[config.mk]
export PLATFORM = sky130hd
export DESIGN_NAME = an_residue_barrett_n13_flat
export DESIGN_NICKNAME = d
export VERILOG_FILES = /design/src/rtl/an_residue_barrett_n13_pkg.sv /design/src/rtl/an_residue_barrett_n13_if.sv /design/src/rtl/an_residue_barrett_n13_reduce.sv /design/src/rtl/an_residue_barrett_n13.sv /design/src/flat_wrapper.sv
export SDC_FILE = /design/constraint.sdc
export NUM_CORES = 1
export LEC_CHECK = 0
export ABC_AREA = 1
export ABC_CLOCK_PERIOD_IN_PS = 3300
export CAP_MARGIN = 20
export CORE_MARGIN = 4
export CORE_UTILIZATION = 53
export CTS_CLUSTER_DIAMETER = 40
export DETAILED_ROUTE_END_ITERATION = 12
export PLACE_DENSITY = 0.81
export SLEW_MARGIN = 20
export SYNTH_ARGS = -nofsm -noshare
export SYNTH_HDL_FRONTEND = slang
export SYNTH_SLANG_ARGS = --single-unit
[constraint.sdc]
create_clock -name clk -period 3.3 [get_ports clk]
set_input_delay 0.495 -clock clk [delete_from_list [all_inputs] [get_ports clk]]
set_output_delay 0.495 -clock clk [all_outputs]
set_load 0.05 [all_outputs]
[src/rtl/an_residue_barrett_n13_pkg.sv]
// Shared AN-code constants and stage types (A=13, 6-bit codewords).
// The downstream decoder imports the same package so both sides agree on A and widths.
package an_code_pkg;
    localparam int unsigned N     = 6;
    localparam int unsigned A     = 13;
    localparam int unsigned K     = 2 * N;
    localparam int unsigned MU    = (2 ** K) / A;
    localparam int unsigned MU_W  = $clog2(MU + 1);
    localparam int unsigned P_W   = N + MU_W;
    localparam int unsigned R_W   = $clog2(A);
    localparam int unsigned CNT_W = 8;

    typedef logic [N-1:0]   codeword_t;
    typedef logic [R_W-1:0] residue_t;

    typedef struct packed {
        logic           valid;
        codeword_t      x;
        logic [P_W-1:0] p;
    } s1_t;

    typedef struct packed {
        logic         valid;
        codeword_t    x;
        logic [R_W:0] t;
    } s2_t;
endpackage

[src/rtl/an_residue_barrett_n13_if.sv]
// Codeword-in / residue-out handshake bundle for the Barrett residue stage.
interface an_residue_barrett_n13_if;
    import an_code_pkg::*;

    logic      in_valid;
    logic      in_ready;
    codeword_t in_codeword;
    logic      out_valid;
    logic      out_ready;
    codeword_t out_codeword;
    residue_t  out_residue;
    logic      out_err;

    modport master (
        output in_valid, in_codeword, out_ready,
        input  in_ready, out_valid, out_codeword, out_residue, out_err
    );

    modport slave (
        input  in_valid, in_codeword, out_ready,
        output in_ready, out_valid, out_codeword, out_residue, out_err
    );
endinterface

[src/rtl/an_residue_barrett_n13_reduce.sv]
// Combinational Barrett datapath: S2 quotient/subtract and S3 single conditional correction.
module an_barrett_reduce #(
    parameter  int unsigned N    = 6,
    parameter  int unsigned A    = 13,
    parameter  int unsigned K    = 2 * N,
    localparam int unsigned MU   = (2 ** K) / A,
    localparam int unsigned MU_W = $clog2(MU + 1),
    localparam int unsigned P_W  = N + MU_W,
    localparam int unsigned R_W  = $clog2(A)
) (
    input  logic [N-1:0]   x,
    input  logic [P_W-1:0] p,
    output logic [R_W:0]   t,
    input  logic [R_W:0]   t_reg,
    output logic [R_W-1:0] r
);
    localparam int unsigned Q_W = P_W - K;
    localparam logic [N-1:0] A_N = N'(A);
    localparam logic [R_W:0] A_T = (R_W + 1)'(A);

    logic [Q_W-1:0] q;
    logic [N-1:0]   qa;

    // q never exceeds floor(x/A), so q*A fits in N bits and t lands in 0..2A-1
    always_comb begin
        q  = Q_W'(p >> K);
        qa = N'(q) * A_N;
        t  = (R_W + 1)'(x - qa);
    end

    always_comb begin
        r = R_W'((t_reg >= A_T) ? (t_reg - A_T) : t_reg);
    end
endmodule

[src/rtl/an_residue_barrett_n13.sv]
// Three-stage Barrett residue generator (codeword mod 13) with error flag and saturating count.
module an_residue_barrett_n13
    import an_code_pkg::*;
(
    input  logic                      clk,
    input  logic                      rst_n,
    an_residue_barrett_n13_if.slave   bus,
    input  logic                      clr_cnt,
    output logic [CNT_W-1:0]          err_cnt
);
    s1_t            s1;
    s2_t            s2;
    logic [P_W-1:0] p_nxt;
    logic [R_W:0]   t_nxt;
    residue_t       r_nxt;
    logic           stall;

    // Stall depends only on registered out_valid, never on in_valid
    assign stall        = bus.out_valid & ~bus.out_ready;
    assign bus.in_ready = ~stall;
    assign p_nxt        = P_W'(bus.in_codeword) * P_W'(MU);

    an_barrett_reduce #(
        .N (N),
        .A (A),
        .K (K)
    ) u_reduce (
        .x     (s1.x),
        .p     (s1.p),
        .t     (t_nxt),
        .t_reg (s2.t),
        .r     (r_nxt)
    );

    always_ff @(posedge clk or negedge rst_n) begin
        if (!rst_n) begin
            s1               <= '0;
            s2               <= '0;
            bus.out_valid    <= 1'b0;
            bus.out_codeword <= '0;
            bus.out_residue  <= '0;
            bus.out_err      <= 1'b0;
        end else if (!stall) begin
            s1.valid         <= bus.in_valid;
            s1.x             <= bus.in_codeword;
            s1.p             <= p_nxt;
            s2.valid         <= s1.valid;
            s2.x             <= s1.x;
            s2.t             <= t_nxt;
            bus.out_valid    <= s2.valid;
            bus.out_codeword <= s2.x;
            bus.out_residue  <= r_nxt;
            bus.out_err      <= (r_nxt != '0);
        end
    end

    always_ff @(posedge clk or negedge rst_n) begin
        if (!rst_n) begin
            err_cnt <= '0;
        end else if (clr_cnt) begin
            err_cnt <= '0;
        end else if (bus.out_valid && bus.out_ready && bus.out_err && (err_cnt != '1)) begin
            err_cnt <= err_cnt + CNT_W'(1);
        end
    end
endmodule

[src/flat_wrapper.sv]
// flat-port wrapper written by rule: the top's interface ports become plain ports
module an_residue_barrett_n13_flat import an_code_pkg::*;
  (clk, rst_n, clr_cnt, err_cnt, bus_in_valid, bus_in_codeword, bus_out_ready, bus_in_ready, bus_out_valid, bus_out_codeword, bus_out_residue, bus_out_err);
  an_residue_barrett_n13_if bus_i ();
  input  logic clk;
  input  logic rst_n;
  input  logic clr_cnt;
  output logic [CNT_W-1:0] err_cnt;
  input wire logic [$bits(bus_i.in_valid)-1:0] bus_in_valid;
  input wire logic [$bits(bus_i.in_codeword)-1:0] bus_in_codeword;
  input wire logic [$bits(bus_i.out_ready)-1:0] bus_out_ready;
  output wire logic [$bits(bus_i.in_ready)-1:0] bus_in_ready;
  output wire logic [$bits(bus_i.out_valid)-1:0] bus_out_valid;
  output wire logic [$bits(bus_i.out_codeword)-1:0] bus_out_codeword;
  output wire logic [$bits(bus_i.out_residue)-1:0] bus_out_residue;
  output wire logic [$bits(bus_i.out_err)-1:0] bus_out_err;
  assign bus_i.in_valid = bus_in_valid;
  assign bus_i.in_codeword = bus_in_codeword;
  assign bus_i.out_ready = bus_out_ready;
  assign bus_in_ready = bus_i.in_ready;
  assign bus_out_valid = bus_i.out_valid;
  assign bus_out_codeword = bus_i.out_codeword;
  assign bus_out_residue = bus_i.out_residue;
  assign bus_out_err = bus_i.out_err;
  an_residue_barrett_n13 u_core (.clk(clk), .rst_n(rst_n), .bus(bus_i), .clr_cnt(clr_cnt), .err_cnt(err_cnt));
endmodule
After elaboration in Yosys (flattened, before gate mapping)
Index checks and enable logic that the tools add are counted.
- bits in read-only memories: 0
- output and inout port bits: 21
- word-level logic and storage cells: 29
- latch bits: 0
- input port bits: 11
- memories: 0
- memory bits (writable): 0
- bits in registers: 54
- equality and inequality tests: 1
- bitwise gates (word level): 3
- divide/modulo/power cells: 0
- $add $sub $neg: 3
- reduce and logical (&&, ||, !) cells: 5
- magnitude comparators: 1
- multipliers: 2
- mux-type cells: 3
- shifts and indexed selects: 0
- operators by type and width (cell ; number):
    two-way mux 8 bit ; 2
    multiplier 6 x 9 -> 15 bit (second input constant) ; 1
    adder 8 x 1 -> 8 bit (second input constant) ; 1
    != test 8 bit (second input constant) ; 1
    >= comparator 5 x 4 -> 1 bit (second input constant) ; 1
    multiplier 3 x 4 -> 5 bit (second input constant) ; 1
    subtractor 5 bit ; 1
    two-way mux 4 bit ; 1
    nonzero test 4 bit ; 1
    subtractor 4 bit (second input constant) ; 1
    logical AND 1 bit ; 3
    inverter 1 bit ; 2
    nonzero test 2 bit ; 1
    AND 1 bit ; 1

Longest topological paths before layout
Gate-level depths: netlist (run 1).
- depth after elaboration: 5
- depth in mapped cells: 17
- depth with buffers taken out: 17

By module
Synthesis (run 1) repeated with hierarchy kept, for this count alone.
- cell total of the unflattened synthesis: 470
- area total of the unflattened synthesis: 3686.0 µm²
- by module, submodules not included (module ; times used ; seq. area each (µm²) ; cells an instance ; area each (µm²)):
    an_residue_barrett_n13 ; 1 ; 1326.3 ; 393 ; 3231.8
    an_barrett_reduce ; 1 ; 0.0 ; 77 ; 454.2

Worst setup path before layout (run 1)
OpenSTA, ideal clock, no wires.
- kind: input -> register
- from: input port bus_in_codeword[3]
- to: register u_core.s1[12] (netlist name)
- setup time: 0.118 ns
- path buffers: 0
- arrival time: 2.647 ns
- slack: 0.535 ns
- required time: 3.182 ns
- stages on the path: 14
- cells stage by stage: ha_1 > inv_1 > fa_1 > fa_1 > inv_1 > ha_1 > nand2_1 > inv_1 > nand2_1 > nand2_1 > nand2_1 > nand4_1 > nand3_1 > nand2_1
- longest elaborated chain between the ends: 1
- ends and longest elaborated chain (what ; RTL line ; text):
    from (decl) ; flat_wrapper.sv:10 ; input wire logic [$bits(bus_i.in_codeword)-1:0] bus_in_codeword;
    multiplier 6 x 9 -> 15 bit ; an_residue_barrett_n13.sv:21 ; assign p_nxt = P_W'(bus.in_codeword) * P_W'(MU);
Every way passes these cells.
A chain may end at the register's enable or synchronous reset.

Worst setup path in the final report (run 1)
- from: input port bus_in_codeword[3]
- to: register u_core.s1[12] (netlist name)
- longest elaborated chain between the ends: 1
- ends and longest elaborated chain (what ; RTL line):
    multiplier 6 x 9 -> 15 bit ; an_residue_barrett_n13.sv:21
Every way passes these cells.

==> out/results.ini, run 1 <==
[job]
drv_cap = 0

[floorplanning]
io_pins = 32
fp.dieH_um = 84.0
die_w_um = 84.0
die_area_um2 = 7060
start_util = 0.553
core_area_um2 = 5540
num_rows = 27

[global_route]
grt_pass1_vias = 2479
antenna_found_initial = 0
grt_pass1_wl_um = 10600
grt_max_degree = 44
grt-ovfl-total = 0
track_usage = 0.183

[worst_setup_path]
crit_path_start = bus_in_codeword[3]
cp.required_ps = 3490
cp-endpoint = u_core.s1[12]
timing.rr.end = u_core.s2[4]
critPathKind = in2reg
critPathTopFamily = adder cells
cp_slowest_cell = fa_1
rr_worst_depth = 10
max_stage_delay_ps = 510
reg2reg_slack_ps = 1130
start_kind = input pin
cp-end-kind = flop
r2r-start = u_core.s1[12]
cp_max_fo = 4
cp.buffers_inverters = 2
path_depth = 14
cp.arrival_ps = 3320
path_cells = clkdlybuf4s50_1 > buf_4 > fa_1 > xor2_1 > ha_1 > a21o_1 > ha_1 > ha_1 > nand2_1 > nand2_1 > a21oi_1 > nand4_1 > nand3_1 > nand2_1

[cts]
ctsHoldBuffers = 0
clk_latency_ps = 300
clk_transition_reported_paths_ps = 80
cts_inserted_buffers = 5
cts_num_sinks = 42
cts_tree = built
post_cts_buffers = 0
htree_levels = 2
cts_buffer_depth = 2
ctsResizeCount = 0
root_buffer = clkbuf_8

[timing]
rsz0062_at_grt = no
holdWs_ps = 318
fmax_mhz = 319
finalSetupViolCount = 0
finalHoldViolCount = 0
period_share = 0.949
skew_ps = 5.02
layout_min_cycle_time_ps = 3130
worst_pin_slew_ps = 912
relSlewSlack = 0.392
slew_viol_final = 0

[logic_synthesis]
synth_top_area_share = 0.343
synthMuxAreaShare = 0
yosys.area_share.simple = 0.236
synth_warnings = 0
yosysTopAreaCell = dfrtp_1
synth_top_family_by_area = simple AND/OR/NAND/NOR gates
synthAdderAreaFrac = 0.217
synth_seq_cells = 42
syn_area_um2 = 3060
synth_compound_area_frac = 0.0735
ys_types = 32
synthXorXnorAreaFrac = 0.0315
synth_cells = 387
synth_nets = 445
avgSynthCellArea_um2 = 7.91
ys_seq_area_frac = 0.343
netlist_top_cells_area = dfrtp_1, ha_1, nand2_1

[detailed_routing]
wl_per_cell_um = 11.8
first_pass_iters = 4
drt_iter0_drc = 75
drtAntennaViolNets = 0
viasPerCell = 4.90
drc_errors = 0
wl_um = 5970
via_count = 2476

[power]
p_per_area_nw_per_um2 = 747
report.power.total_uw = 2720
p_leak_uw = 0.00195
vdd_drop_max_v = 0.000466

[finish]
fill_cells = 476
antenna_cells = 0
drive_gt1_frac = 0.0855
areaGrowthSynthToFinish_pct = 18.8
layout.nets = 490

[outcome]
outcome = completed

[place]
dp_hpwl_um = 4710
port_buffers = 31
gp_congestion = 0.875

[min_path]
worstHoldPathType = in2async

[state kept, by name (all words and copies together) (netlist names)]
signal and flops:
u_core.bus.out_codeword 6, u_core.bus.out_err 1, u_core.bus.out_residue 4, u_core.bus.out_valid 1, u_core.err_cnt 8, u_core.s1 10, u_core.s2 12
[routing by layer]
metal | wire, um | vias to the layer above | global-route usage
met5 | 0 | - | 0
met4 | 116 | 0 | 0.0746
met3 | 210 | 13 | 0.0365
met2 | 3120 | 47 | 0.327
met1 | 2530 | 1121 | 0.213
li1 | - | 1295 | -
[cells in the mapped netlist]
cell,n
a21boi_1,1
a21o_1,1
a21oi_1,9
a31oi_1,1
buf_2,2
clkbuf_1,4
dfrtp_1,42
fa_1,10
ha_1,37
inv_1,70
inv_2,1
inv_4,2
nand2_1,118
nand2_2,1
nand2_4,1
nand2b_1,1
nand3_1,20
nand3_2,1
nand4_1,5
nor2_1,13
nor2_2,1
nor2_4,1
nor2_8,1
nor3_1,2
o21a_1,1
o21ai_0,20
o21ai_1,2
o21ai_2,3
o31ai_1,2
or2_2,3
xnor2_1,6
xor2_1,5
[through the flow]
stage / utilization / instances / TNS [ps] / instance area [um2] / setup slack, ps
final: 0.657 / 505 / 0 / 3640 / 170
after global routing: 0.657 / 505 / 0 / 3640 / 4.40
after CTS: 0.656 / 505 / 0 / 3630 / 149
after detailed placement: 0.637 / 497 / -364 / 3530 / -167
after global placement: 0.637 / 497 / -199 / 3530 / -91.0
after floorplan: - / 387 / 0 / 3060 / 535
[logic make-up (layout without fill, tap and decap cells)]
logic type / count (synthesis) / after routing
simple gates: 168 / 168
buf+inv: 79 / 125
fa+ha+maj: 47 / 47
flops: 42 / 42
compound gates: 40 / 40
xor+xnor: 11 / 11
[how the worst min path moves through the flow]
stage | to | cells past startpoint | start
6_report | u_core.bus.out_residue[0] | 1 | rst_n
5_1_grt | u_core.bus.out_residue[2] | 1 | rst_n
4_1_cts | u_core.bus.out_residue[2] | 1 | rst_n
3_5_place_dp | u_core.bus.out_valid | 1 | u_core.s2[11]
3_3_place_gp | u_core.bus.out_valid | 1 | u_core.s2[11]
2_1_floorplan | u_core.bus.out_codeword[0] | 0 | rst_n
[layout by cell type, fill, tap and decap left out, drive strengths merged, types with 5 or more instances in the layout]
cell type	instances
nor2	16
clkbuf	7
inv	73
buf	15
ha	37
o21ai	25
a21oi	9
nand4	5
nand2	120
fa	10
clkdlybuf4s50	29
nand3	21
xor2	5
dfrtp	42
xnor2	6
[cell type report]
class | instances | area [um2] | area share
clock buffers | 7 | 76.3 | 0.0210
clock inverters | 1 | 30.0 | 0.00826
inverters | 73 | 279 | 0.0767
multi-input cells | 266 | 1710 | 0.470
flip-flops and latches | 42 | 1050 | 0.289
repair buffers | 44 | 400 | 0.110
well taps | 72 | 90.1 | 0.0248
[power breakdown]
group / internal, uW / switching (uW) / leakage, uW / total (uW)
clock: 226 / 173 / 0.0000524 / 399
sequential: 687 / 115 / 0.000519 / 802
combinational: 550 / 966 / 0.00138 / 1520
Power figures use the tool's default switching activity.
==> run 2, diff against run 1 <==
--- a/config.mk
+++ b/config.mk
@@ -12,8 +12,10 @@
 export CORE_UTILIZATION = 53
 export CTS_CLUSTER_DIAMETER = 40
 export DETAILED_ROUTE_END_ITERATION = 12
-export PLACE_DENSITY = 0.81
+export PLACE_DENSITY = 0.8
 export SLEW_MARGIN = 20
 export SYNTH_ARGS = -nofsm -noshare
 export SYNTH_HDL_FRONTEND = slang
+export SYNTH_HIERARCHICAL = 1
 export SYNTH_SLANG_ARGS = --single-unit
+export TNS_END_PERCENT = 10
==> out/results.ini, run 2 <==
[worst_setup_path]
timing.rr.end = u_core/s2[4]
cp-end-kind = flop
r2r-start = u_core/s1[12]
cp_max_fo = 4
cp-endpoint = u_core/s1[12]
start_kind = input pin
crit_path_start = bus_in_codeword[0]
critPathKind = in2reg
reg2reg_slack_ps = 1070
rr_worst_depth = 12
cp.required_ps = 3490
cp.arrival_ps = 3210

[logic_synthesis]
synth_nets = 461
synth_warnings = 6
avgSynthCellArea_um2 = 7.89
syn_area_um2 = 3160
synth_cells = 400

[power]
p_leak_uw = 0.00207
p_per_area_nw_per_um2 = 728
vdd_drop_max_v = 0.000477
report.power.total_uw = 2720

[global_route]
antenna_found_initial = 0
grtUsageMet1 = 0.240
grt_use_met2 = 0.345
grt_max_degree = 43
grt_pass1_wl_um = 11400
met3_usage = 0.0282
track_usage = 0.193
grt-ovfl-total = 0
grt_pass1_vias = 2618
grt_busiest_layer = met2

[timing]
finalSetupViolCount = 0
worst_pin_slew_ps = 935
fmax_mhz = 331
skew_ps = 8.54
finalHoldViolCount = 0
holdWs_ps = 337
rsz0062_at_grt = no
relSlewSlack = 0.376
setup_ws_ps = 279
layout_min_cycle_time_ps = 3020
slew_viol_final = 0
period_share = 0.916

[floorplanning]
die_w_um = 85.2
die_area_um2 = 7250
start_util = 0.559
io_pins = 32
fp.dieH_um = 85.2
core_area_um2 = 5640
num_rows = 27

[cts]
root_buffer = clkbuf_8
clk_transition_reported_paths_ps = 80
cts_buffer_depth = 2
cts_tree = built
clk_latency_ps = 300
ctsResizeCount = 0
cts_inserted_buffers = 5
cts_num_sinks = 42
ctsHoldBuffers = 0
post_cts_buffers = 0
htree_levels = 2

[place]
gp_congestion = 0.873
dp_hpwl_um = 4960
port_buffers = 31
post-place-ws_ps = -251

[detailed_routing]
viasPerCell = 5.03
wl_per_cell_um = 12.4
wl_um = 6410
drc_errors = 0
first_pass_iters = 4
via_count = 2608
drtAntennaViolNets = 0
drt_iter0_drc = 159

[finish]
areaGrowthSynthToFinish_pct = 18.6
drive_gt1_frac = 0.105
largest_reg_flops = 12
layout_commonest_cell = nand2_1
layout_common_cells = nand2_1, inv_1, dfrtp_1, ha_1, clkdlybuf4s50_1
reg.largest.list = u_core/s2: 12 flops, u_core/s1: 10 flops, u_core/err_cnt: 8 flops
utilization = 0.663
layout.nets = 507
antenna_cells = 0
fill_cells = 439
largest-register = u_core/s2

[min_path]
worstHoldPathType = in2async

[outcome]
outcome = completed

[job]
drv_cap = 0

run 2: worst min-delay path by stage:
stage,cells after the start,slack [ps],end
finish,1,340,u_core/bus.out_err
global route,1,420,u_core/err_cnt[6]
CTS,1,360,u_core/bus.out_err
detailed placement,2,460,u_core/bus.out_valid
global placement,2,430,u_core/bus.out_valid
floorplan,0,200,u_core/bus.out_codeword[0]
run 2: area by class of cell:
class / count / area, um2 / area share
Clock buffer: 5 / 68.8 / 0.0184
Clock inverter: 2 / 10.0 / 0.00267
Multi-Input combinational cell: 277 / 1810 / 0.483
Sequential cell: 42 / 1050 / 0.281
Inverter: 72 / 273 / 0.0729
Timing Repair Buffer: 48 / 443 / 0.118
Tap cell: 72 / 90.1 / 0.0241
run 2: where the power goes:
group,internal (uW),total [uW],switching [uW]
logic,600,1600,1000
clock network,142,318,175
registers,684,802,118
run 2: per-stage QoR:
step	instances	TNS, ps	instance area (um2)
4_1_cts	518	0	3720
5_1_grt	518	0	3740
3_5_place_dp	511	-591	3640
6_report	518	0	3740
2_1_floorplan	400	0	3160
3_3_place_gp	511	-448	3640
run 2: per-layer routing:
layer | up-vias | share of wire
li1 | 1338 | -
met1 | 1208 | 0.45
met2 | 56 | 0.50
met3 | 6 | 0.041
met4 | 0 | 0.014
met5 | - | 0
run 2: critical path, stage by stage:
cell	delay, ps
clkdlybuf4s50_1	460
fa_1	500
ha_1	300
inv_1	50
fa_1	540
inv_1	70
ha_4	280
nand2_1	70
nand2_1	60
nand2_1	40
nand2_1	50
nand2_1	60
nand3_1	70
nand2_1	50
nand3_1	60
nand2_1	50
